==> src/rtl/water_reminder_ctrl.sv <==
// Sequencing controller for the water tracker: paces sampling, evaluates intake per
// interval, raises a reminder on low intake and latches goal completion.
module water_reminder_ctrl #(
    parameter int unsigned TICKS_PER_SAMPLE     = 4,
    parameter int unsigned SAMPLES_PER_INTERVAL = 8,
    parameter int unsigned MIN_SIP              = 2,
    parameter int unsigned GOAL                 = 40
) (
    input  logic       clk,
    input  logic       reset,
    input  logic [5:0] water_Drunk,
    input  logic       ack,
    output logic       sample_en,
    output logic       remind,
    output logic       goal_met,
    output logic [3:0] miss_count
);

    localparam int unsigned TW = $clog2(TICKS_PER_SAMPLE);
    localparam int unsigned IW = (SAMPLES_PER_INTERVAL > 1) ? $clog2(SAMPLES_PER_INTERVAL) : 1;
    localparam logic [TW-1:0] TICK_LAST  = TW'(TICKS_PER_SAMPLE - 1);
    localparam logic [IW-1:0] INTV_LAST  = IW'(SAMPLES_PER_INTERVAL - 1);
    localparam logic [5:0]    MIN_SIP_V  = 6'(MIN_SIP);
    localparam logic [5:0]    GOAL_V     = 6'(GOAL);

    typedef enum logic [1:0] {
        MONITOR,
        REMIND,
        DONE
    } state_t;

    state_t        state, state_nxt;
    logic [TW-1:0] tick_cnt, tick_nxt;
    logic [IW-1:0] intv_cnt, intv_nxt;
    logic [5:0]    baseline, base_nxt;
    logic [3:0]    miss_nxt;

    logic [5:0] delta;
    logic       goal_hit;
    logic       interval_end;

    // Intake since the interval began; the drunk count is free to wrap at 64.
    assign delta        = water_Drunk - baseline;
    assign goal_hit     = (water_Drunk >= GOAL_V);
    assign sample_en    = (tick_cnt == TICK_LAST);
    assign interval_end = sample_en && (intv_cnt == INTV_LAST);
    assign remind       = (state == REMIND);
    assign goal_met     = (state == DONE);

    assign tick_nxt = sample_en ? '0 : tick_cnt + 1'b1;

    always_comb begin
        // NOTE: every signal gets a default first so no path through the case leaves one unassigned (no latch).
        state_nxt = state;
        intv_nxt  = intv_cnt;
        base_nxt  = baseline;
        miss_nxt  = miss_count;
        case (state)
            MONITOR, REMIND: begin
                if (goal_hit) begin
                    state_nxt = DONE;
                end else if (state == REMIND && ack) begin
                    state_nxt = MONITOR;
                    base_nxt  = water_Drunk;
                    intv_nxt  = '0;
                end else if (interval_end) begin
                    if (delta < MIN_SIP_V) begin
                        state_nxt = REMIND;
                        if (miss_count != 4'hF) miss_nxt = miss_count + 4'd1;
                    end else begin
                        state_nxt = MONITOR;
                    end
                    base_nxt = water_Drunk;
                    intv_nxt = '0;
                end else begin
                    if (sample_en) intv_nxt = intv_cnt + 1'b1;
                    if (state == REMIND && delta >= MIN_SIP_V) state_nxt = MONITOR;
                end
            end
            default: ;  // DONE is terminal until reset; only the tick counter keeps running
        endcase
    end

    always_ff @(posedge clk) begin
        // NOTE: sequential state uses non-blocking assignments so every register samples pre-edge values.
        if (reset) begin
            state      <= MONITOR;
            tick_cnt   <= '0;
            intv_cnt   <= '0;
            baseline   <= '0;
            miss_count <= '0;
        end else begin
            state      <= state_nxt;
            tick_cnt   <= tick_nxt;
            intv_cnt   <= intv_nxt;
            baseline   <= base_nxt;
            miss_count <= miss_nxt;
        end
    end

endmodule
==> config.mk <==
export PLATFORM = sky130hd
export DESIGN_NAME = water_reminder_ctrl
export DESIGN_NICKNAME = d
export VERILOG_FILES = /design/src/rtl/water_reminder_ctrl.sv
export SDC_FILE = /design/constraint.sdc
export NUM_CORES = 1
export LEC_CHECK = 0
export CORE_ASPECT_RATIO = 0.5
export CORE_UTILIZATION = 40
export DETAILED_ROUTE_END_ITERATION = 10
export GPL_TIMING_DRIVEN = 0
export PLACE_DENSITY = 0.59
export SYNTH_ARGS = -nofsm -noshare
export SYNTH_HDL_FRONTEND = slang
export SYNTH_SLANG_ARGS = --single-unit
export TNS_END_PERCENT = 5
==> constraint.sdc <==
create_clock -name clk -period 2.9 [get_ports clk]
set_clock_uncertainty 0.05 [all_clocks]
set_input_delay 0.87 -clock clk [delete_from_list [all_inputs] [get_ports clk]]
set_output_delay 0.87 -clock clk [all_outputs]
set_load 0.01 [all_outputs]
==> impl_metrics.yaml <==
run_status:
  status: "finished, final reports clean"
layout:
  drive_above_1_share_pct: 17.7
  nNetsFinal: 161
  area_growth_syn_to_layout_pct: 28.7
  antenna_cells: 0
die:
  die_w_um: 74.1
  start_util_pct: 44.6
  fp.dieH_um: 38.0
  row_count: 12
  io_pins: 16
  design.core.area_mm2: 0.00233
  dieArea_mm2: 0.00282
synthesis:
  synth_fa_ha_area_share_pct: 12.8
  async_flop_share_pct: 0
  synth_edf_count: 0
  yosys-top-cells-count: "dfxtp_1, a21oi_1, nor2_1, ha_1, inv_1"
  synth_top_area_share_pct: 32.8
  synth_area_leader_cell: "dfxtp_1"
  synth.area.top_cells: "dfxtp_1, ha_1, mux2i_1"
  synth_fp_nets: 138
  synthMostInstantiatedCell: "dfxtp_1"
  muxShareOfSynthArea_pct: 6.87
  yosys_warnings: 0
  yosys.area_share.simple_pct: 24.3
  syn_inst: 119
  synth-compound-area-share_pct: 15.3
  ys_seq_area_share_pct: 32.8
  synthesis.area_mm2: 0.00104
  ys_ff_latch: 17
  synth.distinct_cells: 40
  synth-xor-area-share_pct: 3.25
  synth_flop_cell: "dfxtp_1"
  synth_top_family_by_area: "simple AND/OR/NAND/NOR gates"
  avgSynthCellArea_um2: 8.73
route:
  drc_errors: 0
  wl_per_cell_um: 11.7
  post_drt_via_cell_ratio: 5.05
  num_vias: 888
  antenna_left: 0
  dr.pass1.iters: 4
  drt_wl_total_mm: 2.06
  drt-initial-drc-count: 28
clock_network:
  cts-buffers-inserted: 3
  postCtsHoldBufs: 0
  cts_tree: "yes"
  clk_pin_slew_ns: 0.07
  clk_latency_ns: 0.26
  clock-root-buffer: "clkbuf_8"
  htree_num_levels: 1
  clockBufferDepth: 2
  clock_sinks: 17
pwr:
  p_leak_nw: 0.506
  max-vdd-ir-drop_mv: 0.264
  p_per_area_mw_per_mm2: 381
critical_path:
  slowest_stage: "or4_1"
  crit_top_cell: "a21oi_1"
  crit_fanout: 4
  max_stage_delay_ns: 0.49
  critPathArrivalTime_ns: 3.00
  worstReg2RegStart: "baseline[0]"
  crit_type: "input pin to register"
  startpoint_type: "input pin"
  required_ns: 3.04
  path_cells: "clkdlybuf4s50_1 > ha_2 > o21ai_0 > a21oi_1 > o41ai_2 > or2_4 > or4_1 > a21oi_1"
  cp-end-kind: "register"
  cp-startpoint: "water_Drunk[2]"
worst_hold_path:
  worstHoldPathType: "register to register"
  min_from: "tick_cnt[0]"
global_routing:
  grt_max_degree: 11
  grt_pass1_wl_mm: 3.44
  grt_pass1_vias: 752
  grt.total_usage_pct: 17.4
  antenna_found_initial: 0
  overflow: 0
timing:
  period_share_pct: 98.7
  finalSetupViolCount: 0
  rsz0062_at_grt: "true"
  slew_headroom_pct: 67.2
  fin_setup_tns_ns: 0
  max_freq_mhz: 349
  holdWs_ns: 0.378
  hold_violations: 0
  finalMaxSlewViolations: 0
  worst_pin_slew_ns: 0.492
  min_period_ns: 2.86
place:
  place.gp.congestion: 0.714
  portBuffers: 14
  dpl.hpwl_mm: 1.53
job:
  maxCapViolCount: 0
==> power by group <==
| part | switching (mW) | internal, mW |
|---|---|---|
| clock network | 0.0846 | 0.0955 |
| logic | 0.0448 | 0.0410 |
| registers | 0.00408 | 0.240 |
| total | 0.133 | 0.376 |
==> flip-flops by register name, indices dropped and copies added, names as in the netlist <==
register	count
baseline	6
miss_count	4
intv_cnt	3
state	2
tick_cnt	2
==> layer usage <==
| layer | GRT usage (%) | up-vias | wire length, um |
|---|---|---|---|
| met1 | 22.0 | 405 | 1070 |
| met3 | 6.32 | 4 | 71 |
| li1 | - | 466 | - |
| met5 | 0 | - | 0 |
| met2 | 27.0 | 13 | 900 |
| met4 | 7.21 | 0 | 21 |
==> critical path: cells and delay by family <==
kind,cells,cell delay [ns]
buffers and inverters,1,0.43
and+or+nand+nor,2,0.75
AOI/OAI and AO/OA,4,0.55
adders and majority gates,1,0.39
==> per-stage QoR <==
stage	instance area, um^2	power (mW)	setup slack, ns	utilization, %	cells
4_1_cts	1300	0.516	0.0270	55.8	175
2_1_floorplan	1040	0.302	0.161	-	119
3_5_place_dp	1220	0.331	-0.407	52.5	168
5_1_grt	1340	0.541	-0.0515	57.4	176
3_3_place_gp	1220	0.330	-0.385	52.5	168
6_report	1340	0.510	0.0376	57.4	176
==> worst paths after layout <==
check / endpoint / slack [ns] / depth (start not counted)
worst min register to register: tick_cnt[0] / 0.38 / 1
worst min-delay path: tick_cnt[0] / 0.38 / 1
worst max register to register: miss_count[3] / 0.56 / 11
worst max-delay path: miss_count[3] / 0.04 / 8
==> cells by family (layout without fill, tap and decap cells) <==
logic type / after synthesis / after routing
simple gates: 45 / 45
compound gates: 26 / 26
flops: 17 / 17
buf+inv: 11 / 33
fa+ha+maj: 10 / 10
mux: 7 / 7
xor+xnor: 3 / 3
==> final cells by class <==
cell class	count	area [um^2]
plain buffers	3	18.8
clock buffers	3	41.3
clock inverters	1	5.00
fillers	225	991
inverters	8	30.0
multi-input cells	91	689
flip-flops and latches	17	340
well taps	35	43.8
repair buffers	18	168
==> layout by cell type, fill, tap and decap left out, drive strengths merged, types with 2 or more instances in the layout <==
cell / instances
dfxtp: 17
clkdlybuf4s50: 12
nor2: 11
a21oi: 11
ha: 9
inv: 8
nor2b: 6
o21ai: 6
mux2i: 6
clkbuf: 6
nand2: 5
buf: 5
nand4: 4
nand3: 3
nor3: 3
xor2: 2
and2: 2
o31ai: 2
and3: 2
==> repair_timing <==
action	in CTS	in global routing
pin swaps	4	6
setup buffers	3	1
setup endpoints to repair	2	4
resized for setup	5	9
No activity file was read; power rests on OpenSTA's default activity.
